==> config.mk <==
export PLATFORM = sky130hd
export DESIGN_NAME = mux_result_fifo
export DESIGN_NICKNAME = d
export VERILOG_FILES = /design/src/rtl/mux_pkg.sv /design/src/rtl/mux_result_ram.sv /design/src/rtl/mux_result_fifo.sv
export SDC_FILE = /design/constraint.sdc
export NUM_CORES = 1
export LEC_CHECK = 0
export BUFFER_PORTS_ARGS = -buffer_cell sky130_fd_sc_hd__buf_2
export CAP_MARGIN = 10
export CELL_PAD_IN_SITES_DETAIL_PLACEMENT = 1
export CELL_PAD_IN_SITES_GLOBAL_PLACEMENT = 1
export CORE_ASPECT_RATIO = 1.75
export CORE_MARGIN = 4
export CORE_UTILIZATION = 40
export CTS_BUF_LIST = sky130_fd_sc_hd__clkbuf_16
export CTS_CLUSTER_SIZE = 16
export DETAILED_ROUTE_END_ITERATION = 12
export GPL_TIMING_DRIVEN = 0
export PLACE_DENSITY_LB_ADDON = 0.1
export SYNTH_ARGS = -nofsm -noshare
export SYNTH_HDL_FRONTEND = slang
export SYNTH_SLANG_ARGS = --single-unit
==> constraint.sdc <==
create_clock -name clk -period 2.2 [get_ports clk]
set_input_delay 0.44 -clock clk [delete_from_list [all_inputs] [get_ports clk]]
set_output_delay 0.44 -clock clk [all_outputs]
set_load 0.02 [all_outputs]
==> src/rtl/mux_pkg.sv <==
// rtl/mux_pkg.sv - shared width and depth constants for the multiplexor and its result FIFO
package mux_pkg;

  localparam int MUX_DATA_W     = 16;
  localparam int MUX_SEL_W      = 3;
  localparam int MUX_FIFO_DEPTH = 4;
  localparam int MUX_PTR_W      = $clog2(MUX_FIFO_DEPTH);

endpackage

==> src/rtl/mux_result_ram.sv <==
// rtl/mux_result_ram.sv - register array with synchronous write and asynchronous read
module mux_result_ram #(
  parameter int W     = 19,
  parameter int DEPTH = 4,
  parameter int AW    = 2
) (
  input  logic          clk,
  input  logic          we,
  input  logic [AW-1:0] waddr,
  input  logic [W-1:0]  wdata,
  input  logic [AW-1:0] raddr,
  output logic [W-1:0]  rdata
);

  logic [W-1:0] mem [DEPTH];

  // Storage is deliberately not reset; validity is tracked by the FIFO count.
  always_ff @(posedge clk) begin
    if (we) begin
      mem[waddr] <= wdata;
    end
  end

  assign rdata = mem[raddr];

endmodule

==> src/rtl/mux_result_fifo.sv <==
// rtl/mux_result_fifo.sv - captures mux results with their select tag; optional SUM under MUX_RESULT_SUM_EN
module mux_result_fifo
  import mux_pkg::*;
#(
  parameter int DATA_W = MUX_DATA_W,
  parameter int SEL_W  = MUX_SEL_W,
  parameter int DEPTH  = MUX_FIFO_DEPTH
) (
  input  logic                   clk,
  input  logic                   rst,
  input  logic [DATA_W-1:0]      R,
  input  logic [SEL_W-1:0]       SEL,
  input  logic                   en,
  output logic [DATA_W-1:0]      Q,
  output logic [SEL_W-1:0]       Q_SEL,
  output logic                   valid,
  input  logic                   ready,
  output logic                   full,
  output logic                   empty,
  output logic [$clog2(DEPTH):0] count,
  output logic                   ovf
`ifdef MUX_RESULT_SUM_EN
  ,
  output logic [DATA_W+7:0]      SUM
`endif
);

  localparam int PTR_W = $clog2(DEPTH);
  localparam int CNT_W = PTR_W + 1;
  localparam int ENT_W = SEL_W + DATA_W;
  localparam logic [CNT_W-1:0] DEPTH_CNT = CNT_W'(DEPTH);

  logic [PTR_W-1:0] wr_ptr;
  logic [PTR_W-1:0] rd_ptr;
  logic [PTR_W-1:0] rd_next;
  logic             push;
  logic             pop;
  logic [CNT_W-1:0] count_next;
  logic [ENT_W-1:0] wr_data;
  logic [ENT_W-1:0] rd_data;
  logic [ENT_W-1:0] head_entry;

  // A full FIFO still accepts a push when the head leaves on the same edge.
  assign pop     = valid & ready;
  assign push    = en & ((count != DEPTH_CNT) | pop);
  assign wr_data = {SEL, R};
  assign rd_next = pop ? rd_ptr + PTR_W'(1) : rd_ptr;

  mux_result_ram #(
    .W     (ENT_W),
    .DEPTH (DEPTH),
    .AW    (PTR_W)
  ) u_ram (
    .clk   (clk),
    .we    (push),
    .waddr (wr_ptr),
    .wdata (wr_data),
    .raddr (rd_next),
    .rdata (rd_data)
  );

  // Next head: bypass the incoming entry when it lands in the slot the head moves to.
  always_comb begin
    head_entry = rd_data;
    if (push && (wr_ptr == rd_next)) begin
      head_entry = wr_data;
    end
  end

  // Occupancy after this edge.
  always_comb begin
    count_next = count;
    case ({push, pop})
      2'b10:   count_next = count + CNT_W'(1);
      2'b01:   count_next = count - CNT_W'(1);
      default: count_next = count;
    endcase
  end

  // Pointers, count, registered head and status flags.
  always_ff @(posedge clk or posedge rst) begin
    if (rst) begin
      wr_ptr <= '0;
      rd_ptr <= '0;
      count  <= '0;
      valid  <= 1'b0;
      empty  <= 1'b1;
      full   <= 1'b0;
      Q      <= '0;
      Q_SEL  <= '0;
      ovf    <= 1'b0;
    end else begin
      if (push) begin
        wr_ptr <= wr_ptr + PTR_W'(1);
      end
      rd_ptr <= rd_next;
      count  <= count_next;
      valid  <= (count_next != '0);
      empty  <= (count_next == '0);
      full   <= (count_next == DEPTH_CNT);
      {Q_SEL, Q} <= head_entry;
      if (en && !push) begin
        ovf <= 1'b1;
      end
    end
  end

`ifdef MUX_RESULT_SUM_EN
  // Running total of every popped result, wrapping at its own width.
  always_ff @(posedge clk or posedge rst) begin
    if (rst) begin
      SUM <= '0;
    end else if (pop) begin
      SUM <= SUM + {8'b0, Q};
    end
  end
`endif

endmodule

-- After elaboration in Yosys (flattened, before gate mapping)
Memories as Yosys holds them, arrays and structs flattened. A register that Yosys moved wholly into a read port is not among the register bits.
Index checks and enable logic that the tools add are counted.
W data, S select, Z words.
- flip-flop bits (word level): 11
- latch bits: 0
- bits in writable memories: 76
- ROM bits: 0
- input port bits: 23
- output and inout bits: 26
- logic and storage cells: 27
- memories: 1
- memory list (name ; depth ; width ; rd ports ; clocked after Yosys merged registers in ; wr ports ; RTL line ; source):
    u_ram.mem ; 4 ; 19 ; 1 ; 1 ; 1 ; mux_result_ram.sv:15 ; logic [W-1:0] mem [DEPTH];
- $add $sub $neg: 4
- $mul: 0
- div/mod/pow operators: 0
- order comparisons: 0
- equality and inequality tests: 4
- shift-type cells: 0
- multiplexer cells: 4
- bitwise gates (word level): 3
- reductions and logical operators: 4
- operators with widths (kind ; number):
    $pmux W3 S2 ; 1
    $add A2 B1 Y2 const B ; 2
    $add A3 B1 Y3 const B ; 1
    $eq A3 B3 Y1 const B ; 1
    $logic_not A3 Y1 ; 1
    $ne A3 B3 Y1 const B ; 1
    $reduce_bool A3 Y1 ; 1
    $sub A3 B1 Y3 const B ; 1
    $and A1 B1 Y1 ; 2
    $eq A2 B1 Y1 const B ; 1
    $eq A2 B2 Y1 const B ; 1
    $mux W1 ; 2
    $mux W2 ; 1
    $logic_and A1 B1 Y1 ; 1
    $logic_not A1 Y1 ; 1
    $or A1 B1 Y1 ; 1

-- Longest topological paths before layout
- word-level depth: 6
- mapped depth: 10
- gate-level depth less buffers: 10

-- By module
From an unflattened synthesis, not the netlist that was laid out.
- cells, all modules: 212
- area, all modules: 4245.3 um^2
- by module, submodules not included (module ; instances ; cells an instance ; area an instance (um^2) ; seq. area each (um^2)):
    mux_result_ram ; 1 ; 103 ; 2816.5 ; 2282.2
    mux_result_fifo ; 1 ; 109 ; 1428.9 ; 752.0

-- Worst setup path before layout
Ideal clock, no wire load.
- kind: flip-flop to flip-flop
- from: register count[0]
- to: register empty
- library setup time: 0.068 ns
- data arrival time: 2.315 ns
- data required time: 2.132 ns
- path slack: -0.183 ns
- stages on the path, launching flop included: 11
- path buffers: 0
- period minus slack after synthesis: 2.383 ns
- cell sequence: dfrtp_1 nor2_1 a31oi_1 inv_1 ha_1 fa_1 xnor2_1 nor2_1 xnor2_1 inv_1 nor2_1
- word-level cells in the longest chain between the ends: 6
- elaborated cells on any way between the ends: 9
- those cells by class: add/sub: 2; eq/ne: 3; mux: 1; bitwise: 2; reduce/logical: 1
- ends and longest elaborated chain (what ; RTL line ; source):
    from (decl) ; mux_result_fifo.sv:20 ; output logic [$clog2(DEPTH):0] count,
    from (signal assigned) ; mux_result_fifo.sv:97 ; count <= count_next;
    $ne A3 B3 Y1 ; mux_result_fifo.sv:45 ; assign push = en & ((count != DEPTH_CNT) | pop);
    $or A1 B1 Y1 ; mux_result_fifo.sv:45 ;
    $and A1 B1 Y1 ; mux_result_fifo.sv:45 ;
    $eq A2 B1 Y1 or $eq A2 B2 Y1 (tied branches) ; mux_result_fifo.sv:73 ; case ({push, pop})
    $pmux W3 S2 * ; mux_result_fifo.sv:73 ;
    via count_next[2] ; mux_result_fifo.sv:38 ; logic [CNT_W-1:0] count_next;
    $logic_not A3 Y1 * ; mux_result_fifo.sv:99 ; empty <= (count_next == '0);
    to (signal assigned) ; mux_result_fifo.sv:99 ;
    to (decl) ; mux_result_fifo.sv:19 ; output logic empty,
Mark *: on every way through the listed nets, which the timed path passes. The rest lies on a longest branch.
A chain may end at the register's enable or synchronous reset.

-- Worst setup path in the final report
- from: register valid
- to: register empty
- word-level cells in the longest chain between the ends: 6
- elaborated cells on any way between the ends: 7
- those cells by class: eq/ne: 2; mux: 1; bitwise: 3; reduce/logical: 1
- ends and longest elaborated chain (what ; RTL line ; source):
    from (decl) ; mux_result_fifo.sv:16 ; output logic valid,
    from (signal assigned) ; mux_result_fifo.sv:98 ; valid <= (count_next != '0);
    $and A1 B1 Y1 * ; mux_result_fifo.sv:44 ; assign pop = valid & ready;
    $or A1 B1 Y1 ; mux_result_fifo.sv:45 ;
    $and A1 B1 Y1 ; mux_result_fifo.sv:45 ;
    $eq A2 B1 Y1 or $eq A2 B2 Y1 (tied branches) ; mux_result_fifo.sv:73 ;
    $pmux W3 S2 * ; mux_result_fifo.sv:73 ;
    via count_next[2] ; mux_result_fifo.sv:38 ;
    $logic_not A3 Y1 * ; mux_result_fifo.sv:99 ;
Marked as above.

==> impl.org <==
** Logic synthesis
- Simple-gate share of the synthesized area :: roughly 7.6%
- After Yosys synthesis, XOR and XNOR cells account for 1.22% of the synthesized area.
- Yosys printed 0 warnings.
- After synthesis, the largest area contributor takes up between 50% and 60% of total cell area.
- Largest family of logic cells by synthesized area :: compound AO/OA/AOI/OAI gates
- Predominant post-synthesis flop cell :: edfxtp_1
- After technology mapping, the gate count stands at between 200 and 300.
- Per-instance average area after synthesis :: ~15 um^2
- Sorting the synthesized cells by area gives the leading types as edfxtp_1 53%, dfrtp_1 17%, a211oi_1 6.6%.
- Most instantiated cells after synthesis :: 76 x edfxtp_1, 38 x a211oi_1, 38 x and3_1
- For this run, the register share of the synthesized area comes to a little over 70%.
- Compound-cell area share of the yosys netlist :: between 15 and 20%
- Multiplexer share of the synthesized area :: less than 1%
- Post-Syn Area :: 4300 um^2
- Adder-Cell Fraction of Synth Area :: between 1.5 and 2%
- Flop and latch count out of synthesis :: around 110
- edfxtp_1 is the most common cell in the netlist.
- Number of synthesized flops with an enable pin :: 76
- For this run, asynchronously set or reset flops after synthesis account for between 20 and 30%.
- When the netlist entered floorplanning its net count stood at 322.
- Largest area contributor in the synthesized netlist :: edfxtp_1
- Counting distinct cell types in the post-synthesis netlist gives 32.

** Clocking
- Counting the buffers created by CTS gives 9.
- CTS Root Cell :: clkbuf_16
- TritonCTS built the clock tree.
- Htree depth :: 3
- For the worst-skew pair, the clock arrives at the later sink with an insertion delay of roughly 0.34 ns.
- After clock tree synthesis, the clock-pin slew on the worst setup and hold paths is 0.07 ns.
- The tree built by TritonCTS fans out to 106 sinks.
- Number of hold buffers added after CTS :: 0
- Bufs on Longest Clock Path :: 2

** Detailed routing
- Post-DR vias/cell :: around 5.7
- Number of nets with antenna violations after detailed routing :: 0
- DR vias :: approximately 2.8k
- DRC marker count from the first detailed-route iteration :: between 100 and 150
- The first TritonRoute pass finished after 4 iterations.
- Residual DRC :: 0
- Drt total wl :: ~11 mm
- Average wire per standard cell :: approximately 22 um

** Timing
- Headroom to the max-slew limit came out at 29.0%.
- At the pin with the least slew margin, the transition time is roughly 1.1 ns.
- Derived from the worst setup path, the maximum achievable clock frequency is between 400 and 500 MHz.
- Final period utilization :: between 90% and 100%
- Final clock skew :: around 0.0095 ns
- The count of final hold-check violations was 0.
- RSZ-0062 raised after global routing :: true
- Number of setup violations in the final report :: 0
- Final worst setup slack :: ~0.1 ns
- The worst path needs between 2 and 2.5 ns of the cycle, external delays included.
- Setup total negative slack on the finished layout was measured at 0 ns.
- WHS :: slightly below 0.2 ns
- Final Max Tran Viols :: 0

** Setup path
- Setup slack on the worst reg-to-reg path comes out at 0.1 ns.
- At the worst endpoint, the required time is between 2 and 2.5 ns.
- End of the worst register-to-register path :: empty
- Setup CP Type :: register to register
- Crit path capture type :: register
- Crit path max fanout :: 6
- In this run the worst setup path begins at valid.
- Count of cells along the worst register-to-register path :: 10
- STA classifies the critical path startpoint as a register.
- STA puts the critical path data arrival time at ~2.4 ns.
- Reg-to-reg startpoint :: valid
- The most critical setup path has its endpoint at empty.

** Layout
- Relative to the synthesized area, the layout overhead comes to 19.3%.
- Post-Layout Inst Area :: 5130 um^2
- The number of antenna diodes in the final layout is 0.
- In the final design database the tool counted between 300 and 400 nets.
- Post-layout util :: 49.3%
- Layout cell share with drive strength beyond 1 :: 28.2%
- Final-layout fill cell count :: approximately 1.1k

** Global routing
- GRT Util Overall :: between 15 and 20%
- The first global-routing pass estimated around 17 mm of wire.
- The initial antenna violation count is 0.
- Maximum number of pins on one net before global-route repair :: 20
- Overall overflow remaining after global route :: 0
- The via count of the first global-routing pass came to between 3k and 4k.

** Place
- Worst slack at placement :: -0.407 ns
- Summed over all nets, the half-perimeter wirelength after detailed placement is between 7 and 8 mm.
- Gp weighted congestion :: roughly 0.72
- Once placement finished, the instance area stood at approximately 4700 um^2.
- Port Buffers :: 48

** Floorplan
- Effective utilization at floorplan :: roughly 41%
- The core region is approximately 10,000 um^2.
- Number of top-level pins :: 49
- The floorplan has 49 rows.
- The floorplan step set the die width to around 86 um.
- Area enclosed by the die boundary :: around 13,000 um^2
- The floorplan step set the die height to about 150 um.

** Pwr
- Dividing total power by cell area gives a power density of 1530 nW/um^2.
- IR analysis of the VDD net gives a maximum drop of between 0.0007 and 0.0008 V.
- The analysis attributes to cell leakage a power of 0.00197 uW.

** Outcome
- Result of the run :: finished clean

** Run
- Max-cap violations in this run came to 0.

** Min path
- Worst min-delay path class :: input port to async pin
[per-layer routing]
metal	vias to the layer above	global-route usage, %	routed length [um]
li1	1281	-	-
met1	1431	20.9	4310
met2	51	32.7	6050
met3	11	2.50	346
met4	0	5.85	184
met5	-	0	0
[layout make-up]
| cell class | instances | area (um^2) | area share [%] |
|---|---|---|---|
| inverter | 9 | 33.8 | 0.658 |
| clock inverter | 7 | 92.6 | 1.80 |
| multi-input combinational | 154 | 1160 | 22.6 |
| buffer | 23 | 120 | 2.34 |
| tap | 127 | 159 | 3.09 |
| sequential | 106 | 3040 | 59.2 |
| timing repair buffer | 54 | 305 | 5.95 |
| clock buffer | 9 | 225 | 4.39 |
[worst max-delay path: stages, from the launching register on]
cell     delay, ns
dfrtp_2       0.43
nand2_2       0.10
a31oi_4       0.23
inv_1         0.07
ha_2          0.21
fa_2          0.35
xnor2_1       0.13
nor2_1        0.17
xnor2_2       0.15
inv_1         0.08
nor2_1        0.11
[cell families (layout without fill, tap and decap cells)]
| kind of cell | after synthesis | after routing |
|---|---|---|
| DFF | 106 | 106 |
| AOI/OAI and AO/OA | 86 | 86 |
| and+or+nand+nor | 55 | 55 |
| buffers and inverters | 33 | 102 |
| adders and majority gates | 6 | 6 |
| xor gates and xnor gates | 6 | 6 |
| muxes | 1 | 1 |
[placed cells by master (no fill, tap or decap), drive strengths merged]
cell type  synthesis  routed
dfstp              1       1
a22oi              1       1
o21ai              1       1
and2               4       4
o211ai            19      19
bufinv             0       2
mux2               1       1
nand2b             1       1
clkinvlp           0       2
nand2              3       3
xnor2              5       5
nand3              2       2
buf               10      64
and4b              1       1
nand3b             1       1
o31ai             20      20
a31oi              1       1
xor2               1       1
dfrtp             29      29
and3              38      38
fa                 1       1
a21oi              1       1
nor2               5       5
o21bai             1       1
a211o              1       1
clkbuf            14      22
o221a              1       1
edfxtp            76      76
o21a               1       1
clkinv             0       2
ha                 5       5
a21bo              1       1
inv                9      10
a211oi            38      38
[metrics by stage]
stage          total power [uW]  cells
2_1_floorplan              5010    293
3_3_place_gp               6050    468
3_5_place_dp               6160    469
4_1_cts                    7950    489
5_1_grt                    8320    489
6_report                   7850    489
[power by group]
part / switching, uW / internal [uW] / total (uW)
sequential: 198 / 2750 / 2950
combinational: 2110 / 1080 / 3190
clock: 715 / 996 / 1710
[worst min path at each step]
stage	to	slack, ns	depth (start not counted)
6_report	wr_ptr[1]	0.20	2
5_1_grt	full	0.26	2
4_1_cts	full	0.23	2
3_5_place_dp	ovf	0.47	1
3_3_place_gp	ovf	0.46	1
2_1_floorplan	Q[0]	0.53	1
[state kept, by name (all words and copies together), names as in the netlist]
name,count
ovf,1
u_ram.mem,76
Q,16
count,3
full,1
Q_SEL,3
empty,1
wr_ptr,2
rd_ptr,2
valid,1
[timing repair]
action,in CTS,in global routing
gates cloned,0,0
pin swaps,2,3
endpoints found under the hold margin,0,0
setup buffers,4,1
endpoints found under the setup margin,93,77
resized for setup,7,13
No activity file was read; power rests on OpenSTA's default activity.
